[src/rtl/cpu_step_ctrl_if.sv]
// Board-side signals of the execution-enable controller.
// The DUT takes the slave modport; the driver of switches/slow clock takes master.
interface cpu_step_ctrl_if;
  logic        slow_clk;
  logic        run_sw;
  logic        step_btn;
  logic        halt_req;
  logic        cpu_en;
  logic [15:0] step_count;
  logic [1:0]  state;

  modport master (
    output slow_clk,
    output run_sw,
    output step_btn,
    output halt_req,
    input  cpu_en,
    input  step_count,
    input  state
  );

  modport slave (
    input  slow_clk,
    input  run_sw,
    input  step_btn,
    input  halt_req,
    output cpu_en,
    output step_count,
    output state
  );
endinterface

[src/rtl/cpu_step_ctrl.sv]
// Turns slow_clk rising edges into single-cycle cpu_en pulses (free-run, debounced step, core halt).
// Latency: slow_clk rise sampled at edge N -> cpu_en high N+2..N+3; no backpressure, presses in RUN/ARM are dropped.
module cpu_step_ctrl #(
  parameter int DEBOUNCE_CYCLES = 1000000,
  parameter int CNT_W           = 20
) (
  input  logic           clk_,
  input  logic           rst_n,
  cpu_step_ctrl_if.slave bus
);

  typedef enum logic [1:0] {
    HALT = 2'b00,
    RUN  = 2'b01,
    ARM  = 2'b10
  } state_e;

  localparam logic [CNT_W-1:0] DB_LAST = CNT_W'(DEBOUNCE_CYCLES - 1);

  logic             slow_meta_q, slow_meta_d;
  logic             slow_s_q,    slow_s_d;
  logic             slow_d_q,    slow_d_d;
  logic             run_meta_q,  run_meta_d;
  logic             run_s_q,     run_s_d;
  logic             btn_meta_q,  btn_meta_d;
  logic             btn_s_q,     btn_s_d;
  logic             btn_db_q,    btn_db_d;
  logic             btn_db_dly_q, btn_db_dly_d;
  logic [CNT_W-1:0] db_cnt_q,    db_cnt_d;
  state_e           state_q,     state_d;
  logic             cpu_en_q,    cpu_en_d;
  logic [15:0]      step_count_q, step_count_d;

  logic tick;
  logic btn_press;

  // Two-flop synchronisers plus the previous-value flop for slow-clock edge detection.
  always_comb begin
    slow_meta_d = bus.slow_clk;
    slow_s_d    = slow_meta_q;
    slow_d_d    = slow_s_q;
    run_meta_d  = bus.run_sw;
    run_s_d     = run_meta_q;
    btn_meta_d  = bus.step_btn;
    btn_s_d     = btn_meta_q;
  end

  assign tick      = slow_s_q & ~slow_d_q;
  assign btn_press = btn_db_q & ~btn_db_dly_q;

  // The accepted level flips only after btn_s has disagreed with it for DEBOUNCE_CYCLES edges in a row.
  always_comb begin
    btn_db_d     = btn_db_q;
    db_cnt_d     = '0;
    btn_db_dly_d = btn_db_q;
    if (btn_s_q != btn_db_q) begin
      if (db_cnt_q == DB_LAST) begin
        btn_db_d = btn_s_q;
        db_cnt_d = '0;
      end else begin
        db_cnt_d = db_cnt_q + CNT_W'(1);
      end
    end
  end

  always_comb begin
    state_d  = state_q;
    cpu_en_d = 1'b0;
    unique case (state_q)
      HALT: begin
        if (bus.halt_req) begin
          state_d = HALT;
        end else if (run_s_q) begin
          state_d = RUN;
        end else if (btn_press) begin
          state_d = ARM;
        end
      end
      RUN: begin
        if (bus.halt_req || !run_s_q) begin
          state_d = HALT;
        end else if (tick) begin
          cpu_en_d = 1'b1;
        end
      end
      ARM: begin
        if (bus.halt_req) begin
          state_d = HALT;
        end else if (tick) begin
          cpu_en_d = 1'b1;
          state_d  = HALT;
        end
      end
      default: begin
        state_d = HALT;
      end
    endcase
  end

  always_comb begin
    step_count_d = step_count_q + {15'd0, cpu_en_q};
  end

  always_ff @(posedge clk_ or negedge rst_n) begin
    if (!rst_n) begin
      slow_meta_q  <= 1'b0;
      slow_s_q     <= 1'b0;
      slow_d_q     <= 1'b0;
      run_meta_q   <= 1'b0;
      run_s_q      <= 1'b0;
      btn_meta_q   <= 1'b0;
      btn_s_q      <= 1'b0;
      btn_db_q     <= 1'b0;
      btn_db_dly_q <= 1'b0;
      db_cnt_q     <= '0;
      state_q      <= HALT;
      cpu_en_q     <= 1'b0;
      step_count_q <= 16'd0;
    end else begin
      slow_meta_q  <= slow_meta_d;
      slow_s_q     <= slow_s_d;
      slow_d_q     <= slow_d_d;
      run_meta_q   <= run_meta_d;
      run_s_q      <= run_s_d;
      btn_meta_q   <= btn_meta_d;
      btn_s_q      <= btn_s_d;
      btn_db_q     <= btn_db_d;
      btn_db_dly_q <= btn_db_dly_d;
      db_cnt_q     <= db_cnt_d;
      state_q      <= state_d;
      cpu_en_q     <= cpu_en_d;
      step_count_q <= step_count_d;
    end
  end

  assign bus.cpu_en     = cpu_en_q;
  assign bus.step_count = step_count_q;
  assign bus.state      = state_q;

endmodule

[src/flat_wrapper.sv]
// flat-port wrapper written by rule: the top's interface ports become plain ports
module cpu_step_ctrl_flat 
#(
  parameter int DEBOUNCE_CYCLES = 1000000,
  parameter int CNT_W           = 20
)
  (clk_, rst_n, bus_slow_clk, bus_run_sw, bus_step_btn, bus_halt_req, bus_cpu_en, bus_step_count, bus_state);
  cpu_step_ctrl_if bus_i ();
  input  logic clk_;
  input  logic rst_n;
  input wire logic [$bits(bus_i.slow_clk)-1:0] bus_slow_clk;
  input wire logic [$bits(bus_i.run_sw)-1:0] bus_run_sw;
  input wire logic [$bits(bus_i.step_btn)-1:0] bus_step_btn;
  input wire logic [$bits(bus_i.halt_req)-1:0] bus_halt_req;
  output wire logic [$bits(bus_i.cpu_en)-1:0] bus_cpu_en;
  output wire logic [$bits(bus_i.step_count)-1:0] bus_step_count;
  output wire logic [$bits(bus_i.state)-1:0] bus_state;
  assign bus_i.slow_clk = bus_slow_clk;
  assign bus_i.run_sw = bus_run_sw;
  assign bus_i.step_btn = bus_step_btn;
  assign bus_i.halt_req = bus_halt_req;
  assign bus_cpu_en = bus_i.cpu_en;
  assign bus_step_count = bus_i.step_count;
  assign bus_state = bus_i.state;
  cpu_step_ctrl #(.DEBOUNCE_CYCLES(DEBOUNCE_CYCLES), .CNT_W(CNT_W)) u_core (.clk_(clk_), .rst_n(rst_n), .bus(bus_i));
endmodule
[config.mk]
export PLATFORM = sky130hd
export DESIGN_NAME = cpu_step_ctrl_flat
export DESIGN_NICKNAME = d
export VERILOG_FILES = /design/src/rtl/cpu_step_ctrl_if.sv /design/src/rtl/cpu_step_ctrl.sv /design/src/flat_wrapper.sv
export SDC_FILE = /design/constraint.sdc
export NUM_CORES = 1
export LEC_CHECK = 0
export CAP_MARGIN = 15
export CORE_MARGIN = 10
export CORE_UTILIZATION = 57
export CTS_BUF_LIST = sky130_fd_sc_hd__clkbuf_4 sky130_fd_sc_hd__clkbuf_8
export DETAILED_ROUTE_END_ITERATION = 10
export GPL_ROUTABILITY_DRIVEN = 0
export HOLD_SLACK_MARGIN = 0.06
export PLACE_DENSITY_LB_ADDON = 0.1
export SYNTH_ARGS = -nofsm -noshare
export SYNTH_HDL_FRONTEND = slang
export SYNTH_SLANG_ARGS = --single-unit
[constraint.sdc]
create_clock -name clk_ -period 2.3 [get_ports clk_]
set_input_delay 0.345 -clock clk_ [delete_from_list [all_inputs] [get_ports clk_]]
set_output_delay 0.345 -clock clk_ [all_outputs]
set_load 0.005 [all_outputs]
==> impl.org, run 1 <==
** Synth
- By area the synthesized netlist is led by sky130_fd_sc_hd__dfrtp_1, sky130_fd_sc_hd__xnor2_1, sky130_fd_sc_hd__xor2_1.
- Synth Instances :: 188
- Counting flops and latches in the post-synthesis netlist gives 48.
- Among all flip-flop cells after synthesis, the most frequent one is sky130_fd_sc_hd__dfrtp_1.
- Number of synthesized flops with an enable pin :: 0
- In this run the cell area of the synthesized design comes to 2140 um2.
- The Yosys step of the flow raised 0 warnings.
- Largest area contributor in the netlist :: sky130_fd_sc_hd__dfrtp_1
- Post-synth top area share :: a little under three fifths
- Number of distinct standard cells referenced by the synthesized netlist :: 31
- The number of nets handed over by synthesis was 200.
- Averaged over all synthesized cells, the footprint is 11.4 um2.
- Fraction of synthesis flops using an asynchronous set or reset pin :: 100%
- Summing the sequential cell areas from Yosys gives 56.1% of the chip area.

** Global routing
- The number of global-route vias before repair is 1449.
- Across every metal layer, demand over resource in global routing totals 12.3%.
- Global route overflow :: 0
- Wire length of the first global-routing pass :: 6.35 mm
- Largest net degree at the start of global routing :: 42
- Initial antenna violation count :: 0

** Layout
- The post-route netlist has 8.14% of its cells at a drive strength greater than 1.
- Net count of the finished layout :: 233
- Ant. Diodes :: 0
- Signed area change from the synthesized netlist to the final layout :: 18.4%

** Pwr
- PwrDens :: ~570 nW/um2
- In this run the static leakage power is 0.00110 uW.
- IR Drop Worst-Case VDD :: 342 uV

** Timing
- Setup violations remaining at the end of the flow were counted as 0.
- Post-layout minimum cycle time :: 1850 ps
- The clock arrives with 9.68 ps of skew.
- Of the available clock period, the critical path in the final layout requires 80.2%.
- For the pin with the worst max-slew slack, the measured transition is 855 ps.
- Fin. Hold Viols :: 0
- Final number of max-transition violations :: 0
- The worst path meets setup with about 450 ps of slack.
- Setup total negative slack on the finished layout was measured at 0 ps.
- Setup repair after global routing left no endpoint under its margin.
- The worst pin sits at a relative slew slack of 43.0%.
- Top achievable clock speed :: between 500 and 600 MHz

** CTS
- Buffers inserted during clock tree synthesis total 5.
- The clock passes through at most 2 buffers.
- CTS Sinks :: 48
- The clock reaches the later pin of the worst-skew pair after 300 ps.
- Hold buffer count at CTS :: 0
- Clock root buffer master :: sky130_fd_sc_hd__clkbuf_8
- CTS built an H-tree with a depth of 2.
- TritonCTS built the clock tree.
- Cts repair resizes :: 0
- Post-CTS Setup Bufs :: 0
- After clock tree synthesis, the clock-pin slew on the worst setup and hold paths is 80 ps.

** Floorplanning
- The floorplan step set the die width to 81.3 um.
- The floorplan has 22 rows.
- For this design the top-level I/O count stands at 25.
- Core outline area :: 3630 um2
- Once the floorplan was initialized, standard cells occupied 58.9% of the core.
- Vertical die dimension :: 81.3 um
- The floorplan step defined a die boundary enclosing about 6600 um2.

** Routing
- The pre-antenna-repair detailed-routing pass consisted of 4 iterations.
- Via density :: 5.41
- Wire length after detailed routing :: about 3.8 mm
- Post-DRT Antenna Nets :: 0
- Remaining DRCs :: 0
- Routed length per instance :: 14.1 um
- The first routing iteration left 64 violations.
- Summing over every cut layer, the via total after detailed routing is 1455.

** Setup path
- Required time worst endpoint :: 2480 ps
- At the worst endpoint, the arrival time is 2020 ps.
- Largest fanout on the critical path :: 5
- FF-to-FF Start :: u_core.db_cnt_q[0]$_DFF_PN0_
- Crit. End Element :: register
- The endpoint identified for the worst register-to-register timing path is u_core.db_cnt_q[18]$_DFF_PN0_.
- Length in cells of the worst reg-to-reg path :: 5
- Sort of element at the start of the critical path :: register
- Kind of critical path :: reg -> reg
- In this run the register-to-register setup slack is 450 ps.

** Place
- Input and output buffers added on the ports amount to 24.
- After legalization and detailed placement, the total HPWL measured 2.83 mm.
- Worst setup slack before clock tree synthesis :: 465 ps

** Worst hold path
- Min-delay worst type :: in -> async

** Status
- Status :: finished, final reports clean

** Job
- Number of max-cap violations :: 0
-- synth_stat cells, drive strengths merged, types with 3 or more instances --
cell type / count
and3: 3
ha: 6
nor4: 7
dfrtp: 48
nand3: 12
xnor2: 18
nor3: 7
nand4: 5
nor2: 22
inv: 7
a21oi: 4
o21ai: 5
xor2: 12
nor4b: 3
nand2: 12
-- routing by layer --
metal | routed length, um | share of wire, % | global-route usage, % | vias to the layer above
met5 | 0 | 0 | 0 | -
met1 | 1580 | 42 | 13.9 | 711
met2 | 1900 | 50 | 20.3 | 24
li1 | - | - | - | 712
met4 | 83 | 2.2 | 6.40 | 0
met3 | 223 | 5.9 | 4.08 | 8
-- worst max-delay path, cell delays in order (launching register included) --
cell and delay, ps:
sky130_fd_sc_hd__dfrtp_1 410, sky130_fd_sc_hd__ha_1 220, sky130_fd_sc_hd__nand3_1 180, sky130_fd_sc_hd__nor4_2 440
sky130_fd_sc_hd__mux2i_1 140, sky130_fd_sc_hd__nor4b_1 340
-- sequential cells by signal (all words and copies together) (netlist names) --
name                   cells
u_core.btn_db_dly_d        1
u_core.btn_db_dly_q        1
u_core.btn_meta_q          1
u_core.btn_s_q             1
u_core.bus.cpu_en          1
u_core.bus.state           2
u_core.bus.step_count     16
u_core.db_cnt_q           20
u_core.run_meta_q          1
u_core.run_s_q             1
u_core.slow_d_d            1
u_core.slow_d_q            1
u_core.slow_meta_q         1
-- placed cells by master (no fill, tap or decap), types with 3 or more instances in the layout --
master / count
sky130_fd_sc_hd__dfrtp_1: 48
sky130_fd_sc_hd__clkdlybuf4s50_1: 23
sky130_fd_sc_hd__nor2_1: 22
sky130_fd_sc_hd__xnor2_1: 18
sky130_fd_sc_hd__nand3_1: 12
sky130_fd_sc_hd__nand2_1: 12
sky130_fd_sc_hd__xor2_1: 12
sky130_fd_sc_hd__nor3_1: 7
sky130_fd_sc_hd__inv_1: 7
sky130_fd_sc_hd__ha_1: 6
sky130_fd_sc_hd__nor4_1: 5
sky130_fd_sc_hd__clkbuf_8: 5
sky130_fd_sc_hd__a21oi_1: 4
sky130_fd_sc_hd__o21ai_0: 4
sky130_fd_sc_hd__and3_1: 3
sky130_fd_sc_hd__nor4b_1: 3
sky130_fd_sc_hd__nand4_1: 3
sky130_fd_sc_hd__buf_4: 3
-- report_power, final --
group	total, uW	switching (uW)	leakage, uW	internal [uW]
logic	88.9	45.4	0.000409	43.4
clock network	478	259	0.0000445	219
registers	877	14.3	0.000650	863
-- logic make-up after synthesis --
family,synth area share [%]
XOR/XNOR,12.3
multiplexers,1.46
buffers and inverters,1.46
AND/OR/NAND/NOR,21.7
adder cells (fa/ha/maj),3.51
flip-flops,56.1
AO/OA/AOI/OAI,3.45
-- metrics by stage --
step	total power, uW	instances	instance area [um2]	hold slack (ps)	util, %
4_1_cts	1450	269	2530	182	69.7
6_report	1440	269	2530	143	69.7
3_5_place_dp	985	262	2450	339	67.5
5_1_grt	1510	269	2530	217	69.7
2_1_floorplan	927	188	2140	49.4	-
3_3_place_gp	979	262	2450	332	67.5
-- area by class of cell --
| cell class | instances | area (um2) |
|---|---|---|
| multi-input combinational | 132 | 907 |
| sequential | 48 | 1200 |
| clock inverter | 1 | 5.00 |
| timing repair buffer | 27 | 258 |
| inverter | 7 | 26.3 |
| clock buffer | 6 | 76.3 |
| fill | 293 | 1100 |
| tap | 48 | 60.1 |
-- worst max path at each step --
stage	start	to	cells after the start
floorplan	u_core.db_cnt_q[16]$_DFF_PN0_	u_core.db_cnt_q[10]$_DFF_PN0_	5
global placement	u_core.db_cnt_q[16]$_DFF_PN0_	u_core.db_cnt_q[4]$_DFF_PN0_	5
detailed placement	u_core.db_cnt_q[16]$_DFF_PN0_	u_core.db_cnt_q[2]$_DFF_PN0_	5
CTS	u_core.db_cnt_q[0]$_DFF_PN0_	u_core.db_cnt_q[18]$_DFF_PN0_	5
global route	u_core.db_cnt_q[0]$_DFF_PN0_	u_core.db_cnt_q[18]$_DFF_PN0_	5
finish	u_core.db_cnt_q[0]$_DFF_PN0_	u_core.db_cnt_q[18]$_DFF_PN0_	5
Power figures use the tool's default switching activity.
==> run 2, diff against run 1 <==
Clock period 2.3 ns to 1.76 ns, I/O delays scaled along.
==> impl.org, run 2 (synthesis gave the netlist of run 1 again) <==
** CTS
- The buffer type at the clock tree root was sky130_fd_sc_hd__clkbuf_8 (unchanged).
- Clock slew at reported path FFs :: 80 ps (about the same)
- The maximum number of buffers from clock root to sink is 2 (unchanged).
- Source-to-sink clock delay at the later pin of the worst-skew pair :: 300 ps (about the same)
- CTS Sinks :: 48 (unchanged)
- Clock buffer count from CTS :: 5 (unchanged)
- The number of H-tree branching levels came to 2 (unchanged).
- CTS tree :: yes (unchanged)

** Setup path
- Slowest CP cell :: sky130_fd_sc_hd__dfrtp_2 (was sky130_fd_sc_hd__nor4_2)
- Largest stage delay on the critical path :: 450 ps (was 440 ps)
- The slack of the worst reg-to-reg path is 30 ps (was 450 ps).
- Crit. End Element :: register (unchanged)
- Largest fanout on the critical path :: 4 (was 5)
- The worst path required time is 1940 ps (was 2480 ps).
- The source of the worst register-to-register timing path is u_core.db_cnt_q[15]$_DFF_PN0_ (was u_core.db_cnt_q[0]$_DFF_PN0_).
- The start point of the critical path is u_core.db_cnt_q[15]$_DFF_PN0_ (was u_core.db_cnt_q[0]$_DFF_PN0_).
- The worst endpoint data arrival time was 1910 ps (was 2020 ps).
- The capturing instance or port of the critical path was u_core.btn_db_dly_d$_DFFE_PN0P_ (was u_core.db_cnt_q[18]$_DFF_PN0_).
- Ordered cell list for the critical path: nor4b_1, nand4_1, nor2_4, mux2_2 (was ha_1, nand3_1, nor4_2, mux2i_1, nor4b_1).
- Destination of the worst register-to-register timing path :: u_core.btn_db_dly_d$_DFFE_PN0P_ (was u_core.db_cnt_q[18]$_DFF_PN0_)
- The category of the worst setup path launch point is a register (unchanged).
- The worst reg-to-reg path cell count was 4 (was 5).
- The critical path class was reg -> reg (unchanged).

** Global routing
- The number of global-route vias before repair is 1605 (was 1449).
- Largest net degree at the start of global routing :: 29 (was 42)
- Global route overflow :: 0 (unchanged)
- Total routing usage reported by global routing :: 13.7% (was 12.3%)
- The global-route wire length before repair is 7.09 mm (was 6.35 mm).
- The initial antenna violation count is 0 (unchanged).

** Timing
- Fin. Hold Viols :: 0 (unchanged)
- Worst slew slack as a fraction of its limit :: 67.6% (was 43.0%)
- Post-layout minimum cycle time :: 1730 ps (was 1850 ps)
- The final clock period utilization by the worst path is 98.2% (was 80.2%).
- The number of pins exceeding their max-slew limit in the final report was 0 (unchanged).
- Actual slew at the worst max-slew pin :: 486 ps (was 855 ps)
- Clock skew :: 8.01 ps (was 9.68 ps)
- Setup-failing EPs final :: 0 (unchanged)
- Hold Worst Slack :: 359 ps (was 143 ps)
- The maximum clock rate was 579 MHz (was 542 MHz).

** Layout
- The commonest non-fill, non-tap cell in the layout was sky130_fd_sc_hd__dfrtp_1 (unchanged).
- The flip-flop count of the largest register, all copies and words added is 20 (unchanged).
- Ant. Diodes :: 0 (unchanged)
- The register with the most flip-flops was u_core.db_cnt_q (unchanged).
- The synthesis-to-layout area growth was 28.4% (was 18.4%).
- Highest-count cells in the layout ignoring fill and taps: sky130_fd_sc_hd__dfrtp_1, sky130_fd_sc_hd__clkdlybuf4s50_1, sky130_fd_sc_hd__nor2_1 (unchanged).
- The final-stage net count came to 244 (was 233).
- Share of layout cells above drive strength 1 :: 15.9% (was 8.14%)
- Non-filler instance count after layout :: 281 (was 269)

** Worst hold path
- Min-delay worst type :: reg -> reg (was in -> async)

** Routing
- The per-cell routed wire length came to 15.0 um (was 14.1 um).
- The via-per-instance ratio is 5.48 (was 5.41).
- The first-pass iteration count of the detailed router was 4 (unchanged).
- Met2 routed WL :: 2.26 mm (was 1.90 mm)
- The met1 wire length came to 1.66 mm (was 1.58 mm).
- The detailed-route via count came to 1540 (was 1455).
- Remaining DRCs :: 0 (unchanged)
- Top Metal Used :: met4 (unchanged)
- The final routed wirelength across all metal layers is 4.21 mm (was 3.79 mm).
- Met3 Wirelength :: 235 um (was 223 um)
- Post-DRT Antenna Nets :: 0 (unchanged)
- Number of DRC violations after detailed-routing iteration 0 :: 53 (was 64)

** Floorplanning
- The starting utilization of the core area was 58.9% (unchanged).
- Width of the die :: 81.3 um (unchanged)
- The core area is 3630 um2 (unchanged).
- Area of the die :: 6600 um2 (unchanged)
- Vertical die dimension :: 81.3 um (unchanged)
- IO Pins :: 25 (unchanged)
- Standard-cell row count :: 22 (unchanged)

** Place
- Placed Instances :: 268 (was 262)
- The port buffer count is 24 (unchanged).
- Post-DP HPWL :: 3.06 mm (was 2.83 mm)

** Job
- Number of max-cap violations :: 0 (unchanged)

** Status
- Status: finished, final reports clean (unchanged).

** Pwr
- Pleak :: 0.00119 uW (was 0.00110 uW)
- PwrDens :: 848 nW/um2 (was 570 nW/um2)
- The maximum resistive drop on vdd is 595 uV (was 342 uV).
[run 2: repair_timing]
action / 4_1_cts / 5_1_grt
resized for setup: 0 / 9
setup buffers: 0 / 4
hold buffers: 1 / 0
hold endpoints to repair: 20 / 0
setup endpoints to repair: 0 / 2
[run 2: cell type report]
type	instances	area [um2]
clock buffers	5	68.8
well taps	48	60.1
inverters	7	26.3
flip-flops and latches	48	1210
multi-input cells	132	927
repair buffers	38	368
fillers	264	887
clock inverters	3	90.1
[run 2: power by group]
group,internal (uW),switching (uW),leakage (uW)
registers,1130,19.5,0.000644
clock network,710,347,0.0000784
logic,63.9,62.5,0.000467
total,1900,429,0.00119
[run 2: per-layer routing]
layer | vias to the layer above | track usage, %
met5 | - | 0
met4 | 0 | 6.06
met3 | 5 | 4.64
met2 | 26 | 24.9
met1 | 768 | 14.0
li1 | 741 | -
[run 2: worst min path at each step]
stage	start	to	depth (start not counted)
final	u_core.btn_meta_q$_DFF_PN0_	u_core.btn_s_q$_DFF_PN0_	0
after global placement	rst_n	u_core.bus.step_count[8]$_DFF_PN0_	1
after floorplan	rst_n	u_core.btn_db_dly_d$_DFFE_PN0P_	0
after global routing	u_core.btn_meta_q$_DFF_PN0_	u_core.btn_s_q$_DFF_PN0_	0
after CTS	u_core.btn_meta_q$_DFF_PN0_	u_core.btn_s_q$_DFF_PN0_	0
after detailed placement	rst_n	u_core.bus.step_count[8]$_DFF_PN0_	1
[run 2: critical path: cells and delay by family (launching register included)]
| kind | cells | cell delay, ps |
|---|---|---|
| DFF | 1 | 450 |
| muxes | 1 | 350 |
| and+or+nand+nor | 3 | 810 |
[run 2: through the flow]
stage	TNS [ps]	utilization, %	area [um2]	worst slack [ps]	power, uW
after CTS	0	74.1	2690	14.2	2360
final	0	75.6	2750	32.4	2330
after floorplan	0	-	2140	123	1210
after global placement	0	69.4	2520	90.5	1280
after global routing	-138	75.6	2750	-60.4	2420
after detailed placement	0	69.4	2520	41.7	1300
